**src/rtl/opb_register_bank_simulink2ppc.sv**
```systemverilog
// Multi-channel OPB register bank: live per-channel capture, atomic snapshot into a shadow bank read by the PPC.
// Optional cycle timestamp on each snapshot when OPB_REGBANK_TIMESTAMP_EN is defined.
module opb_register_bank_simulink2ppc #(
  parameter logic [31:0] C_BASEADDR    = 32'h0000_0000,
  parameter logic [31:0] C_HIGHADDR    = 32'h0000_00FF,
  parameter int          C_OPB_AWIDTH  = 32,
  parameter int          C_OPB_DWIDTH  = 32,
  parameter int          C_NUM_CH      = 4,
  parameter int          C_USER_DWIDTH = 32
) (
  input  logic                              OPB_Clk,
  input  logic                              OPB_Rst_n,
  input  logic [0:C_OPB_AWIDTH-1]           OPB_ABus,
  input  logic [0:3]                        OPB_BE,
  input  logic [0:C_OPB_DWIDTH-1]           OPB_DBus,
  input  logic                              OPB_RNW,
  input  logic                              OPB_select,
  input  logic                              OPB_seqAddr,
  output logic [0:C_OPB_DWIDTH-1]           Sl_DBus,
  output logic                              Sl_xferAck,
  output logic                              Sl_errAck,
  output logic                              Sl_retry,
  output logic                              Sl_toutSup,
  input  logic [C_NUM_CH*C_USER_DWIDTH-1:0] user_data_in,
  input  logic [C_NUM_CH-1:0]               user_valid,
  input  logic                              user_snap,
  output logic                              snap_done,
  output logic [1:0]                        dbg_state
);

  // Bus handshake: Sl_xferAck is high for exactly one cycle per OPB_select
  // assertion that hits the window; Sl_DBus carries read data only in that
  // cycle; the slave then waits for OPB_select to drop before re-arming.
  typedef enum logic [1:0] {
    ST_IDLE = 2'd0,
    ST_ACK  = 2'd1,
    ST_HOLD = 2'd2
  } state_t;

  localparam logic [C_OPB_AWIDTH-1:0] SPAN =
    C_HIGHADDR[C_OPB_AWIDTH-1:0] - C_BASEADDR[C_OPB_AWIDTH-1:0];

  state_t                    state;
  logic [C_OPB_AWIDTH-1:0]   offset;
  logic [C_OPB_AWIDTH-1:0]   word;
  logic [C_OPB_AWIDTH-1:0]   word_q;
  logic                      rnw_q;
  logic                      hit;
  logic [C_OPB_DWIDTH-1:0]   rdata;

  logic [C_USER_DWIDTH-1:0]  live   [C_NUM_CH];
  logic [C_USER_DWIDTH-1:0]  shadow [C_NUM_CH];
  logic [C_NUM_CH-1:0]       flags;
  logic [31:0]               tstamp;

  logic                      ctrl_wr;
  logic                      snap_req;
  logic                      flag_clr;
  logic                      unused_bits;

  // Addresses below the base wrap to a large offset and so miss the window.
  assign offset = OPB_ABus - C_BASEADDR[C_OPB_AWIDTH-1:0];
  assign word   = offset >> 2;
  assign hit    = OPB_select && (offset <= SPAN);

  assign ctrl_wr  = (state == ST_ACK) && !rnw_q && (word_q == '0) && OPB_BE[3];
  assign snap_req = user_snap || (ctrl_wr && OPB_DBus[C_OPB_DWIDTH-1]);
  assign flag_clr = ctrl_wr && OPB_DBus[C_OPB_DWIDTH-2];

  assign Sl_errAck   = 1'b0;
  assign Sl_retry    = 1'b0;
  assign Sl_toutSup  = 1'b0;
  assign dbg_state   = state;
  assign unused_bits = ^{OPB_seqAddr, OPB_BE[0:2], OPB_DBus[0:C_OPB_DWIDTH-3]};

  always_comb begin
    rdata = '0;
    if (word == '0)
      rdata = C_OPB_DWIDTH'({8'(C_NUM_CH), 8'(C_USER_DWIDTH), 16'h0000});
    else if (word == C_OPB_AWIDTH'(1))
      rdata = C_OPB_DWIDTH'(flags);
    else if (word == C_OPB_AWIDTH'(2))
      rdata = C_OPB_DWIDTH'(tstamp);
    for (int i = 0; i < C_NUM_CH; i++) begin
      if (word == C_OPB_AWIDTH'(i + 4))
        rdata = C_OPB_DWIDTH'(shadow[i]);
    end
  end

  always_ff @(posedge OPB_Clk or negedge OPB_Rst_n) begin
    if (!OPB_Rst_n) begin
      state      <= ST_IDLE;
      Sl_xferAck <= 1'b0;
      Sl_DBus    <= '0;
      word_q     <= '0;
      rnw_q      <= 1'b0;
    end else begin
      case (state)
        ST_IDLE: begin
          if (hit) begin
            state      <= ST_ACK;
            Sl_xferAck <= 1'b1;
            Sl_DBus    <= OPB_RNW ? rdata : '0;
            word_q     <= word;
            rnw_q      <= OPB_RNW;
          end
        end
        ST_ACK: begin
          state      <= ST_HOLD;
          Sl_xferAck <= 1'b0;
          Sl_DBus    <= '0;
        end
        ST_HOLD: begin
          if (!OPB_select) state <= ST_IDLE;
        end
        default: begin
          state      <= ST_IDLE;
          Sl_xferAck <= 1'b0;
          Sl_DBus    <= '0;
        end
      endcase
    end
  end

  // Shadow copies the pre-edge live value, so a same-cycle valid lands in
  // live only and is picked up by the next snapshot.
  always_ff @(posedge OPB_Clk or negedge OPB_Rst_n) begin
    if (!OPB_Rst_n) begin
      for (int i = 0; i < C_NUM_CH; i++) begin
        live[i]   <= '0;
        shadow[i] <= '0;
      end
      flags     <= '0;
      snap_done <= 1'b0;
    end else begin
      for (int i = 0; i < C_NUM_CH; i++) begin
        if (user_valid[i]) live[i] <= user_data_in[i*C_USER_DWIDTH +: C_USER_DWIDTH];
        if (snap_req) shadow[i] <= live[i];
      end
      if (flag_clr) flags <= user_valid;
      else          flags <= flags | user_valid;
      snap_done <= snap_req;
    end
  end

`ifdef OPB_REGBANK_TIMESTAMP_EN
  logic [31:0] ts_cnt;

  always_ff @(posedge OPB_Clk or negedge OPB_Rst_n) begin
    if (!OPB_Rst_n) begin
      ts_cnt <= '0;
      tstamp <= '0;
    end else begin
      ts_cnt <= ts_cnt + 32'd1;
      if (snap_req) tstamp <= ts_cnt;
    end
  end
`else
  assign tstamp = '0;
`endif

endmodule
```
**config.mk**
```make
export PLATFORM = sky130hd
export DESIGN_NAME = opb_register_bank_simulink2ppc
export DESIGN_NICKNAME = d
export VERILOG_FILES = /design/src/rtl/opb_register_bank_simulink2ppc.sv
export SDC_FILE = /design/constraint.sdc
export NUM_CORES = 1
export LEC_CHECK = 0
export CAP_MARGIN = 20
export CORE_MARGIN = 8
export CORE_UTILIZATION = 30
export CTS_CLUSTER_DIAMETER = 40
export DETAILED_ROUTE_END_ITERATION = 16
export GPL_TIMING_DRIVEN = 0
export MAX_ROUTING_LAYER = met4
export PLACE_DENSITY = 0.61
export SYNTH_ARGS = -nofsm -noshare
export SYNTH_HDL_FRONTEND = slang
export SYNTH_SLANG_ARGS = --single-unit
```
**constraint.sdc**
```tcl
create_clock -name OPB_Clk -period 2.57 [get_ports OPB_Clk]
set_clock_uncertainty 0.15 [all_clocks]
set_input_delay 0.771 -clock OPB_Clk [delete_from_list [all_inputs] [get_ports OPB_Clk]]
set_output_delay 0.771 -clock OPB_Clk [all_outputs]
set_load 0.02 [all_outputs]
```
==> results.md <==
- Synth Area per Inst: roughly 15 sq um
- Final-report setup violation count: 0
- M1 GR Usage: 20.2%
- Syn. warnings: 0
- Num rows: 77
- Skew-Pair Late Insertion Delay: 0.58 ns
- Synth-to-Final Area Change: 37.6%
- Slew Limit Fails: 0
- CTS tree: done
- Total power: 15.1 mW
- GR Overflow Total: 0
- Core Region: 43800 sq um
- Worst Hold Class: flop to flop
- Post-Syn Area: 13200 sq um
- TritonRoute pass-1 iters: 4
- Setup crit start kind: flop
- Status: complete, no violations
- Leakage power: 7.62 nW
- Int Pwr: 11.5 mW
- Footprint of the multi-input gates: 4730 sq um
- Worst Path Required: 1.65 ns
- Final Hold Fails: 0
- Sw Share: 23.9%
- Synth cell types: 43
- Post-DR vias/cell: 4.66
- Least-Margin Pin Slew: 0.948 ns
- Initial antenna violation count: 5
- Area after DPL: 16100 sq um
- Slowest stage delay, CP: approximately 0.63 ns
- CTS buffer count: 57
- Post-synthesis instance total: 873
- Predominant post-synthesis flop cell: dfrtp_1
- Part of the power in registers: between 30% and 40%
- Async SR Flop Fraction: 100%
- First-pass GRT wire length: 57600 um
- Met2 GRT Util: 23.7%
- Max-Cap Viols: 0
- Vias in the first global route: just over 9000
- Tcrit/Tclk final: 97.9%
- Peak VDD IR: 0.440 mV
- Sequential area share after synthesis: 61.9%
- M3 GR Usage: 3.12%
- Overall Global Routing Usage: 15.5%
- Post-synth EDFFs: 0
- Final ANT Viol Nets: 0
- CTS Buffer Depth: 3
- Fin nets: about 1300
- Die area: approximately 51000 sq um
- Worst-path maximum fanout: 2
- NetSw: 3.60 mW
- Relative slew slack: 36.8%
- Iter 0 DRT Violations: 409
- Post-DP HPWL: between 20000 and 30000 um
- Die Ht: 226 um
- CP endpoint kind: primary output
- F_max: 397 MHz
- Setup CP Type: flop to primary output
- Final hold slack: 0.329 ns
- Finished Cell Area: 18200 sq um
- Largest net degree at the start of global routing: 107
- Placer Congestion: 0.799
- Pwr dens: roughly 830 nW/um^2
- Layer with the highest usage: met2
- Clock sink count: ~330
- Comb pwr share: 9.1%
- Clock power frac: 51.6%
- IO Pins: 245
- Total Routed Length: 38100 um
- DR vias: ~8300
- Arr. time, crit path: 1.60 ns
- Initial Util: 30.1%
- R2r setup slk: 0.16 ns
- Synth Register Bits: 327
- Tmin final: about 2.5 ns
- WL per Instance: around 21 um
- Layout fillers: 4059
- Clk slew on worst S/H paths: 0.05 ns
- Buf/Inv on CP: 1
- # DRC: 0
- Port Buffers: ~200
- Proportion of layout cells with a drive suffix above 1: about a third
- Crit-path slowest cell: clkdlybuf4s50_1
- H-tree levels: 2
- Die width: approximately 230 um
- Crit-path cells: clkdlybuf4s50_1
- Clock root buffer: clkbuf_16
- Register area: 8180 sq um
- Delay-heaviest family, CP: buffers and inverters
-- registers in the layout (all words and copies together) (netlist names) --
name	count
shadow	128
flags	4
rnw_q	1
dbg_state	2
Sl_DBus	32
live	128
snap_done	1
Sl_xferAck	1
word_q	30
-- metal layers --
metal / part of all wire, % / vias to the layer above
met2: 46 / 211
met3: 5.4 / 77
met5: 0 / -
met4: 2.8 / 0
met1: 46 / 4252
li1: - / 3789
-- layout make-up --
cell class | instances | area share [%]
flip-flops and latches | 327 | 45.0
multi-input cells | 485 | 26.0
repair buffers | 209 | 11.8
clock buffers | 66 | 8.30
well taps | 592 | 4.07
clock inverters | 38 | 2.62
plain buffers | 61 | 2.03
diodes | 6 | 0.0825
inverters | 2 | 0.0413
-- power by group through the flow --
stage	combinational, mW	sequential, mW	clock (mW)
2_1_floorplan	0.781	5.91	0
3_3_place_gp	1.33	6.01	0
3_5_place_dp	1.37	6.01	0
4_1_cts	1.39	5.93	7.98
5_1_grt	1.49	5.99	8.20
6_report	1.37	5.92	7.77
-- logic make-up (layout without fill, tap and decap cells) --
group / after synthesis / count (layout) / synth area share [%]
buf+inv: 63 / 376 / 2.71
mux: 267 / 267 / 22.7
flops: 327 / 327 / 61.9
simple gates: 103 / 103 / 5.55
other cells: 1 / 9 / 0.0284
compound gates: 112 / 112 / 7.09
-- synthesized netlist by cell type, types with 3 or more instances --
cell type  count  area share [%]
nor2_1         3           0.085
a21o_1         9            0.51
nand2_1        8            0.23
o21ai_0        4            0.15
a22oi_1        4            0.23
nor2b_1       53             2.5
a211o_1       26             1.7
o221ai_1      28             1.9
buf_6         11            0.94
o211ai_1       4            0.23
clkbuf_1      40             1.1
nand3_1        4            0.15
o2bb2ai_1     28             1.9
mux2_2       263              22
nand2b_1       3            0.14
nor4_1        10            0.47
nor4_4         5            0.80
o31ai_1        4            0.23
buf_4          3            0.17
buf_2          4            0.15
mux2i_1        4            0.30
dfrtp_1      327              62
-- worst paths after layout --
path,from,end,cells after the start
max,Sl_DBus[24],Sl_DBus[24],1
min,flags[0],flags[0],1
max reg2reg,word_q[1],shadow[119],6
min reg2reg,flags[0],flags[0],1
max in group asynchronous,OPB_Rst_n,shadow[87],5
min in group asynchronous,OPB_Rst_n,live[10],3
-- cell usage in the layout, fill, tap and decap left out, types with 3 or more instances in the layout --
| cell | synthesis | final |
|---|---|---|
| a22oi_1 | 4 | 4 |
| clkdlybuf4s50_1 | 0 | 195 |
| buf_4 | 3 | 10 |
| o2bb2ai_1 | 28 | 27 |
| nand3_1 | 4 | 4 |
| nand2_1 | 8 | 6 |
| clkbuf_1 | 40 | 36 |
| nor4_1 | 10 | 10 |
| nand2b_1 | 3 | 3 |
| a21o_1 | 9 | 9 |
| o21ai_0 | 4 | 4 |
| nor2b_1 | 53 | 53 |
| clkinvlp_4 | 0 | 8 |
| buf_6 | 11 | 12 |
| o211ai_1 | 4 | 4 |
| mux2i_1 | 4 | 4 |
| buf_16 | 0 | 4 |
| nor4_4 | 5 | 7 |
| inv_6 | 0 | 10 |
| clkinv_4 | 0 | 6 |
| clkbuf_8 | 0 | 5 |
| nor2_1 | 3 | 3 |
| bufinv_16 | 0 | 7 |
| buf_8 | 2 | 3 |
| dfrtp_1 | 327 | 327 |
| clkbuf_16 | 0 | 57 |
| clkbuf_2 | 0 | 8 |
| diode_2 | 0 | 6 |
| o221ai_1 | 28 | 28 |
| conb_1 | 1 | 3 |
| dlygate4sd2_1 | 0 | 3 |
| a211o_1 | 26 | 26 |
| o31ai_1 | 4 | 4 |
| mux2_2 | 263 | 263 |
| inv_8 | 0 | 5 |
-- per-stage QoR --
stage	TNS [ns]	util [%]	instances	worst slack (ns)
finish	0	41.5	1786	0.0537
global route	-0.000198	41.5	1785	-0.000198
CTS	0	41.4	1779	0.00145
detailed placement	-165.41	36.6	1670	-1.05
global placement	-4649.99	36.4	1666	-13.77
floorplan	0	-	875	0.0273
-- repair_timing --
item | in CTS | in global routing
endpoints found under the setup margin | 151 | 129
hold buffers | 2 | 0
pin swaps | 2 | 2
hold endpoints to repair | 58 | 0
buffers inserted | 3 | 1
gates resized for setup | 15 | 10
(Power assumes the default switching activity.)
